==> src/rtl/am2950_port_if.sv <==
// am2950_port_if: bus bundle for the Am2950-style two-channel mailbox port.
//
// Carries both channel data paths, their handshake strobes, status flags,
// interrupt enables and active-low interrupts, plus the shared overrun clear.
//   Channel AB (A writes, B reads): a_in, wab_, b_out, rab_, fab, ovab, ieab, int_ab_
//   Channel BA (B writes, A reads): b_in, wba_, a_out, rba_, fba, ovba, ieba, int_ba_
//   Shared:                         clrov_
// Modports:
//   master - the surroundings (both sides plus control); drives writes/reads/enables.
//   slave  - the port itself; drives holding registers, flags and interrupts.
interface am2950_port_if #(
  parameter int unsigned WIDTH = 8
);

  // Channel AB
  logic [WIDTH-1:0] a_in;
  logic             wab_;
  logic [WIDTH-1:0] b_out;
  logic             rab_;
  logic             fab;
  logic             ovab;
  logic             ieab;
  logic             int_ab_;

  // Channel BA
  logic [WIDTH-1:0] b_in;
  logic             wba_;
  logic [WIDTH-1:0] a_out;
  logic             rba_;
  logic             fba;
  logic             ovba;
  logic             ieba;
  logic             int_ba_;

  // Shared overrun clear
  logic             clrov_;

  modport master (
    output a_in, wab_, rab_, ieab,
    output b_in, wba_, rba_, ieba,
    output clrov_,
    input  b_out, fab, ovab, int_ab_,
    input  a_out, fba, ovba, int_ba_
  );

  modport slave (
    input  a_in, wab_, rab_, ieab,
    input  b_in, wba_, rba_, ieba,
    input  clrov_,
    output b_out, fab, ovab, int_ab_,
    output a_out, fba, ovba, int_ba_
  );

endinterface

==> src/rtl/am2950_port.sv <==
// am2950_port: synchronous bidirectional handshake I/O port with two
// independent WIDTH-bit mailbox channels.
//
// Channel AB moves data from the A side to the B side, channel BA from B to A.
// Each channel is a single holding register with an empty/full state, a sticky
// overrun flag and an active-low interrupt gated by a level interrupt enable.
//
// Ports:
//   clk   - system clock, all state changes on the rising edge.
//   rst_  - asynchronous active-low reset; clears registers, flags and state.
//   bus   - am2950_port_if.slave bundle (data, strobes, flags, interrupts).
//
// Per-channel behaviour (w = write strobe, r = read acknowledge):
//   empty, w       -> load data, become full (r is irrelevant, the write wins)
//   empty, r only  -> ignored
//   full,  r only  -> become empty, data kept on the output
//   full,  w only  -> data kept, overrun set
//   full,  w and r -> load data, stay full, no overrun
// Overrun flags are sticky; clrov_ clears both, but a same-edge overrun wins.
module am2950_port #(
  parameter int unsigned WIDTH = 8
) (
  input  logic         clk,
  input  logic         rst_,
  am2950_port_if.slave bus
);

  typedef enum logic {
    StEmpty = 1'b0,
    StFull  = 1'b1
  } chan_st_e;

  // ---------------------------------------------------------------------------
  // Decoded strobes (all active-low on the bus)
  // ---------------------------------------------------------------------------
  logic wr_ab, rd_ab;
  logic wr_ba, rd_ba;
  logic clr_ov;

  assign wr_ab  = ~bus.wab_;
  assign rd_ab  = ~bus.rab_;
  assign wr_ba  = ~bus.wba_;
  assign rd_ba  = ~bus.rba_;
  assign clr_ov = ~bus.clrov_;

  // ---------------------------------------------------------------------------
  // State
  // ---------------------------------------------------------------------------
  chan_st_e         st_ab_d, st_ab_q;
  logic [WIDTH-1:0] data_ab_d, data_ab_q;
  logic             ov_ab_d, ov_ab_q;

  chan_st_e         st_ba_d, st_ba_q;
  logic [WIDTH-1:0] data_ba_d, data_ba_q;
  logic             ov_ba_d, ov_ba_q;

  always_ff @(posedge clk or negedge rst_) begin
    if (!rst_) begin
      st_ab_q   <= StEmpty;
      data_ab_q <= '0;
      ov_ab_q   <= 1'b0;
      st_ba_q   <= StEmpty;
      data_ba_q <= '0;
      ov_ba_q   <= 1'b0;
    end else begin
      st_ab_q   <= st_ab_d;
      data_ab_q <= data_ab_d;
      ov_ab_q   <= ov_ab_d;
      st_ba_q   <= st_ba_d;
      data_ba_q <= data_ba_d;
      ov_ba_q   <= ov_ba_d;
    end
  end

  // ---------------------------------------------------------------------------
  // Channel AB next state
  // ---------------------------------------------------------------------------
  always_comb begin
    st_ab_d   = st_ab_q;
    data_ab_d = data_ab_q;
    ov_ab_d   = ov_ab_q;

    // Clear first so a same-edge overrun below overrides it.
    if (clr_ov) begin
      ov_ab_d = 1'b0;
    end

    unique case (st_ab_q)
      StEmpty: begin
        if (wr_ab) begin
          data_ab_d = bus.a_in;
          st_ab_d   = StFull;
        end
      end
      StFull: begin
        if (wr_ab && rd_ab) begin
          // Reader drains the old word on the same edge the new one lands.
          data_ab_d = bus.a_in;
        end else if (wr_ab) begin
          ov_ab_d = 1'b1;
        end else if (rd_ab) begin
          st_ab_d = StEmpty;
        end
      end
      default: begin
        st_ab_d = StEmpty;
      end
    endcase
  end

  // ---------------------------------------------------------------------------
  // Channel BA next state
  // ---------------------------------------------------------------------------
  always_comb begin
    st_ba_d   = st_ba_q;
    data_ba_d = data_ba_q;
    ov_ba_d   = ov_ba_q;

    if (clr_ov) begin
      ov_ba_d = 1'b0;
    end

    unique case (st_ba_q)
      StEmpty: begin
        if (wr_ba) begin
          data_ba_d = bus.b_in;
          st_ba_d   = StFull;
        end
      end
      StFull: begin
        if (wr_ba && rd_ba) begin
          data_ba_d = bus.b_in;
        end else if (wr_ba) begin
          ov_ba_d = 1'b1;
        end else if (rd_ba) begin
          st_ba_d = StEmpty;
        end
      end
      default: begin
        st_ba_d = StEmpty;
      end
    endcase
  end

  // ---------------------------------------------------------------------------
  // Outputs; interrupts are purely combinational so an enable change is seen
  // without waiting for a clock edge.
  // ---------------------------------------------------------------------------
  logic full_ab, full_ba;

  assign full_ab = (st_ab_q == StFull);
  assign full_ba = (st_ba_q == StFull);

  assign bus.b_out   = data_ab_q;
  assign bus.fab     = full_ab;
  assign bus.ovab    = ov_ab_q;
  assign bus.int_ab_ = ~(full_ab & bus.ieab);

  assign bus.a_out   = data_ba_q;
  assign bus.fba     = full_ba;
  assign bus.ovba    = ov_ba_q;
  assign bus.int_ba_ = ~(full_ba & bus.ieba);

endmodule

==> src/flat_wrapper.sv <==
// flat-port wrapper written by rule: the top's interface ports become plain ports
module am2950_port_flat 
#(
  parameter int unsigned WIDTH = 8
)
  (clk, rst_, bus_a_in, bus_wab_, bus_rab_, bus_ieab, bus_b_in, bus_wba_, bus_rba_, bus_ieba, bus_clrov_, bus_b_out, bus_fab, bus_ovab, bus_int_ab_, bus_a_out, bus_fba, bus_ovba, bus_int_ba_);
  am2950_port_if #(.WIDTH(WIDTH)) bus_i ();
  input  logic clk;
  input  logic rst_;
  input wire logic [$bits(bus_i.a_in)-1:0] bus_a_in;
  input wire logic [$bits(bus_i.wab_)-1:0] bus_wab_;
  input wire logic [$bits(bus_i.rab_)-1:0] bus_rab_;
  input wire logic [$bits(bus_i.ieab)-1:0] bus_ieab;
  input wire logic [$bits(bus_i.b_in)-1:0] bus_b_in;
  input wire logic [$bits(bus_i.wba_)-1:0] bus_wba_;
  input wire logic [$bits(bus_i.rba_)-1:0] bus_rba_;
  input wire logic [$bits(bus_i.ieba)-1:0] bus_ieba;
  input wire logic [$bits(bus_i.clrov_)-1:0] bus_clrov_;
  output wire logic [$bits(bus_i.b_out)-1:0] bus_b_out;
  output wire logic [$bits(bus_i.fab)-1:0] bus_fab;
  output wire logic [$bits(bus_i.ovab)-1:0] bus_ovab;
  output wire logic [$bits(bus_i.int_ab_)-1:0] bus_int_ab_;
  output wire logic [$bits(bus_i.a_out)-1:0] bus_a_out;
  output wire logic [$bits(bus_i.fba)-1:0] bus_fba;
  output wire logic [$bits(bus_i.ovba)-1:0] bus_ovba;
  output wire logic [$bits(bus_i.int_ba_)-1:0] bus_int_ba_;
  assign bus_i.a_in = bus_a_in;
  assign bus_i.wab_ = bus_wab_;
  assign bus_i.rab_ = bus_rab_;
  assign bus_i.ieab = bus_ieab;
  assign bus_i.b_in = bus_b_in;
  assign bus_i.wba_ = bus_wba_;
  assign bus_i.rba_ = bus_rba_;
  assign bus_i.ieba = bus_ieba;
  assign bus_i.clrov_ = bus_clrov_;
  assign bus_b_out = bus_i.b_out;
  assign bus_fab = bus_i.fab;
  assign bus_ovab = bus_i.ovab;
  assign bus_int_ab_ = bus_i.int_ab_;
  assign bus_a_out = bus_i.a_out;
  assign bus_fba = bus_i.fba;
  assign bus_ovba = bus_i.ovba;
  assign bus_int_ba_ = bus_i.int_ba_;
  am2950_port #(.WIDTH(WIDTH)) u_core (.clk(clk), .rst_(rst_), .bus(bus_i));
endmodule
==> config.mk <==
export PLATFORM = sky130hd
export DESIGN_NAME = am2950_port_flat
export DESIGN_NICKNAME = d
export VERILOG_FILES = /design/src/rtl/am2950_port_if.sv /design/src/rtl/am2950_port.sv /design/src/flat_wrapper.sv
export SDC_FILE = /design/constraint.sdc
export NUM_CORES = 1
export LEC_CHECK = 0
export CAP_MARGIN = 20
export CORE_ASPECT_RATIO = 1.5
export CORE_MARGIN = 4
export CORE_UTILIZATION = 30
export CTS_CLUSTER_DIAMETER = 150
export DETAILED_ROUTE_END_ITERATION = 7
export PLACE_DENSITY = 0.68
export SYNTH_ARGS = -nofsm -noshare
export SYNTH_HDL_FRONTEND = slang
export SYNTH_SLANG_ARGS = --single-unit
==> constraint.sdc <==
create_clock -name clk -period 2.16 [get_ports clk]
set_input_delay 0.432 -clock clk [delete_from_list [all_inputs] [get_ports clk]]
set_output_delay 0.432 -clock clk [all_outputs]
set_load 0.02 [all_outputs]
==> run_results.csv, run 1 <==
group,metric,value,unit
timing,worst_slew_margin_rel,79.4,%
cts,hold_buffers,0,
synth,ys_ff_latch,20,
global_route,grt.total_usage,10.5,%
global_route,grt_pass1_wl,2840,µm
synth,synth_area_per_cell,15.7,µm²
synth,ys_seq_area_share,66.4,%
floorplanning,die_area,0.00339,mm²
route,avgViaCountPerCell,4.75,
run,max-cap-violations,0,
timing,timing.final.crit_share,88.8,%
synth,ys.warnings.count,0,
synth,synth_compound_area_share,5.65,%
worst_setup_path,required,1.73,ns
cts,worstSkewPairLatency,0.31,ns
worst_setup_path,critPathMostFrequentCell,"clkdlybuf4s50_1",
timing,worst_pin_slew,0.308,ns
worst_setup_path,crit_path_end_kind,"output pin",
synth,ys_types,5,
floorplanning,start_util,31.1,%
cts,cts_buffer_depth,2,
cts,cts_buffers,3,
timing,whs,0.442,ns
place,pre_cts_ws,0.235,ns
timing,setup_viol,0,
worst_setup_path,reg2reg_depth,2,
worst_hold_path,hold_path_class,"in2async",
run_status,status,"finished, final reports clean",
finish,instances_no_fill,123,
cts,clkTransAtPathRegs,0.12,ns
route,dr.pass1.iters,4,
cts,cts.repair.resized,0,
worst_setup_path,arrival,1.49,ns
route,antenna_left,0,
route,wl_per_cell,14.0,µm
route,wl,1720,µm
cts,cts.htree.levels,1,
synth,synth_top_area_cell,"dfrtp_1",
finish,nNetsFinal,125,
cts,cts_tree,"yes",
timing,setup_ws,0.241,ns
timing,fmax,521,MHz
floorplanning,die_w,48.9,µm
route,drcViolationCount,0,
synth,synth_fa_ha_area_share,0,%
floorplanning,core_area,0.00242,mm²
worst_setup_path,rrSetupSlack,0.92,ns
worst_setup_path,crit_path_cell_trace,"clkdlybuf4s50_1 -> nand2_1 -> clkdlybuf4s50_1",
timing,hold_violations,0,
worst_setup_path,max_stage_delay,0.59,ns
synth,syn_nets,73,
finish,fin_util,53.8,%
worst_setup_path,worst_path_max_delay_cell,"clkdlybuf4s50_1",
timing,drv_slew,0,
synth,synth-xor-area-share,0,%
worst_setup_path,path_class,"in2out",
synth,yosys.area_share.simple,3.99,%
floorplanning,row_count,22,
finish,drive_gt1_share,23.2,%
synth,synth_top_area_share,66.4,%
worst_setup_path,rr_endpoint,"u_core.bus.a_out[3]$_DFFE_PN0P_",
worst_setup_path,cp-start-kind,"input pin",
cts,cts.sinks,20,
global_route,antenna_found_initial,0,
finish,diodes,0,
place,io_buffers,46,
global_route,grt_max_degree,21,
worst_setup_path,regToRegStartpoint,"u_core.bus.fba$_DFF_PN0_",
timing,period_needed,1.92,ns
pwr,leakagePower,0.537,nW
pwr,ir_drop,0.000551,V
place,dp_hpwl,1390,µm
timing,finalClockSkew,0.0128,ns
finish,syn_to_final_growth,73.1,%
cts,cts_setup_buffers,0,
synth,synth_mux_area_share,23.9,%
timing,tns,0,ns
synth,syn_inst,48,
place,gp_congestion,0.632,
cts,clockRootBuffer,"clkbuf_4",
worst_setup_path,critical_path.max_fanout,1,
synth,synth.area.top_cells,"dfrtp_1 (66%), mux2_2 (24%), a21oi_4 (4.3%)",
timing,rsz0062_at_grt,"false",
pwr,power_per_cell_area,806,mW/mm²
route,drtIter0Drc,4,
floorplanning,die-height,69.4,µm
synth,synth_top_family_by_area,"multiplexers",
place,dpl.cell_count,119,
global_route,grt_pass1_vias,658,
global_route,overflow,0,
route,vias,584,
synth,synthesis.area,753,µm²
floorplanning,ios,47,
worst max path at each step:
stage	startpoint	slack [ns]	endpoint	cells past startpoint
global placement	bus_ieba	0.24	bus_int_ba_	3
finish	bus_ieab	0.24	bus_int_ab_	3
floorplan	u_core.bus.fba$_DFF_PN0_	0.93	u_core.bus.a_out[0]$_DFFE_PN0P_	2
CTS	bus_ieab	0.23	bus_int_ab_	3
global route	bus_ieab	0.20	bus_int_ab_	3
detailed placement	bus_ieab	0.23	bus_int_ab_	3
power by group:
group / total (mW) / internal [mW] / switching, mW
logic: 0.296 / 0.169 / 0.127
clock network: 0.303 / 0.188 / 0.115
registers: 0.452 / 0.424 / 0.0274
total: 1.05 / 0.781 / 0.269
logic make-up after synthesis:
logic type / count (synthesis)
compound gates: 4
flops: 20
mux: 16
simple gates: 8
placed cells by master (no fill, tap or decap), drive strengths merged:
cell type	n
clkdlybuf4s50	46
dfrtp	20
mux2	16
nand2	8
clkbuf	3
o21ai	2
a21oi	2
bufinv	1
buf	1
cell usage after synthesis:
library cell	count
nand2_1	8
a21oi_4	2
o21ai_0	2
mux2_2	16
dfrtp_1	20
per-stage QoR:
step / instance area (µm²) / total power [mW]
3_5_place_dp: 1250 / 0.761
2_1_floorplan: 753 / 0.583
5_1_grt: 1300 / 1.10
6_report: 1300 / 1.05
3_3_place_gp: 1250 / 0.756
4_1_cts: 1300 / 1.07
worst max-delay path, delay by kind of cell:
family | cells | cell delay (ns)
buf+inv | 2 | 0.98
simple gates | 1 | 0.07
sequential cells by signal (all words and copies together) (netlist names):
register	count
u_core.bus.a_out	8
u_core.bus.ovab	1
u_core.bus.b_out	8
u_core.bus.fba	1
u_core.bus.ovba	1
u_core.bus.fab	1
final cells by class:
cell class | count | area, µm²
Timing Repair Buffer | 47 | 468
Clock inverter | 1 | 30.0
Fill cell | 208 | 1120
Multi-Input combinational cell | 28 | 253
Clock buffer | 3 | 22.5
Tap cell | 24 | 30.0
Sequential cell | 20 | 500
metal layers:
metal / vias up / GRT usage (%) / share of wire, %
met3: 3 / 3.66 / 10
met4: 0 / 4.49 / 1.5
met1: 286 / 10.3 / 36
li1: 266 / - / -
met5: - / 0 / 0
met2: 29 / 19.0 / 53
No activity file was read; power rests on OpenSTA's default activity.
==> run 2, diff against run 1 <==
SLEW_MARGIN = 20   (was default)
==> results of run 2 <==
No change in the layout: final DEF, timing and power equal those of run 1.
==> run 3, diff against run 2 <==
GPL_TIMING_DRIVEN = 0   (was default)
clock period = 1.9 ns   (was 2.16 ns; I/O delays follow)
==> run_results.csv, run 3 (synthesis gave the netlist of run 1 again) <==
group,metric,value,unit
timing,setup_ws,0.0903,ns
run,max-cap-violations,0,
timing,rsz0062_at_grt,"false",
cts,clkTransAtPathRegs,0.11,ns
worst_setup_path,critPathBufInv,2,
cts,cts.repair.resized,0,
cts,cts_setup_buffers,0,
global_route,antenna_found_initial,0,
worst_setup_path,crit_path_cell_trace,"clkdlybuf4s50_1 -> nand2_1 -> clkdlybuf4s50_1",
global_route,use_met1,13.0,%
cts,clockRootBuffer,"clkbuf_4",
finish,mostFrequentLayoutCells,"clkdlybuf4s50_1 (46), dfrtp_1 (20), mux2_2 (16)",
finish,nNetsFinal,124,
route,wl_per_cell,14.0,µm
timing,finalClockSkew,0.00388,ns
finish,syn_to_final_growth,69.9,%
finish,drive_gt1_share,22.4,%
global_route,overflow,0,
worst_setup_path,critPathMostFrequentCell,"clkdlybuf4s50_1",
cts,cts_buffers,3,
timing,timing.final.crit_share,95.2,%
worst_setup_path,critical_path.max_fanout,1,
pwr,ir_drop,0.000678,V
route,drcViolationCount,0,
worst_setup_path,crit_path_end_kind,"output pin",
cts,hold_buffers,0,
worst_setup_path,path_depth,3,
worst_setup_path,cp-start-kind,"input pin",
run_status,status,"finished, final reports clean",
finish,final_common_cell,"clkdlybuf4s50_1",
floorplanning,die-height,69.4,µm
global_route,grt_pass1_wl,2990,µm
finish,fin_util,52.8,%
place,io_buffers,46,
cts,cts.htree.levels,1,
place,gp_congestion,0.672,
timing,worst_slew_margin_rel,40.6,%
global_route,grt_pass1_vias,630,
place,pre_cts_ws,0.0918,ns
place,dp_hpwl,1360,µm
finish,diodes,0,
cts,cts_tree,"yes",
timing,whs,0.500,ns
timing,period_needed,1.81,ns
worst_setup_path,required,1.52,ns
route,avgViaCountPerCell,4.59,
worst_setup_path,arrival,1.43,ns
timing,setup_viol,0,
timing,tns,0,ns
worst_setup_path,path_class,"in2out",
timing,worst_pin_slew,0.888,ns
floorplanning,start_util,31.1,%
route,dr.pass1.iters,3,
global_route,grt.total_usage,11.0,%
floorplanning,die_area,0.00339,mm²
cts,cts_buffer_depth,2,
worst_setup_path,reg2reg_depth,2,
route,wl,1710,µm
worst_setup_path,path_delay_family,"buffers and inverters",
global_route,globalRoute.busiestLayer,"met2",
global_route,grt_max_degree,21,
cts,cts.sinks,20,
floorplanning,row_count,22,
worst_setup_path,worst_path_max_delay_cell,"clkdlybuf4s50_1",
floorplanning,die_w,48.9,µm
pwr,p_total,1.10,mW
route,antenna_left,0,
floorplanning,core_area,0.00242,mm²
pwr,power_per_cell_area,859,mW/mm²
cts,worstSkewPairLatency,0.30,ns
pwr,leakagePower,0.525,nW
timing,fmax,553,MHz
global_route,grt_use_met2,17.9,%
worst_setup_path,max_stage_delay,0.59,ns
route,vias,560,
floorplanning,ios,47,
timing,hold_violations,0,
route,drtIter0Drc,3,
worst_hold_path,hold_path_class,"reg2reg",
worst_hold_path,holdPathStages,2,
global_route,grtUsageMet3,3.66,%
timing,drv_slew,0,
-- run 3: cell count changes in the layout (fill, tap and decap cells not counted), sizes merged --
cell	previous run	this run
clkbuf	3	4
buf	1	0
bufinv	1	0
-- run 3: metrics by stage --
stage	cell area [µm²]	std cells
after detailed placement	1240	118
after global routing	1280	122
after floorplan	753	48
after global placement	1240	118
final	1280	122
after CTS	1280	122
-- run 3: power by group --
part           switching, mW  internal, mW
sequential            0.0300         0.482
clock                  0.134         0.117
combinational          0.145         0.191
-- run 3: routing by layer --
layer  up-vias  part of all wire (%)
met3         2                   9.4
li1        268                     -
met2        26                    52
met1       264                    38
met4         0                  0.53
met5         -                     0
-- run 3: worst min-delay path, cell delays in order, from the launching register on --
cell and delay [ns]:
dfrtp_1 0.36, nand2_1 0.05, o21ai_0 0.07
-- run 3: final timing paths --
check                      slack, ns                       from                               to
max in group asynchronous       0.79                       rst_  u_core.bus.a_out[7]$_DFFE_PN0P_
setup reg to reg                0.67   u_core.bus.fab$_DFF_PN0_  u_core.bus.b_out[2]$_DFFE_PN0P_
hold reg to reg                 0.50  u_core.bus.ovab$_DFF_PN0_        u_core.bus.ovab$_DFF_PN0_
setup / recovery                0.09                   bus_ieab                      bus_int_ab_
hold / removal                  0.50  u_core.bus.ovab$_DFF_PN0_        u_core.bus.ovab$_DFF_PN0_
min in group asynchronous       0.57                       rst_  u_core.bus.b_out[2]$_DFFE_PN0P_
-- run 3: layout make-up --
cell class | count | area [µm²]
well taps | 24 | 30.0
clock buffers | 4 | 36.3
fillers | 229 | 1140
multi-input cells | 28 | 253
flip-flops and latches | 20 | 500
repair buffers | 46 | 460
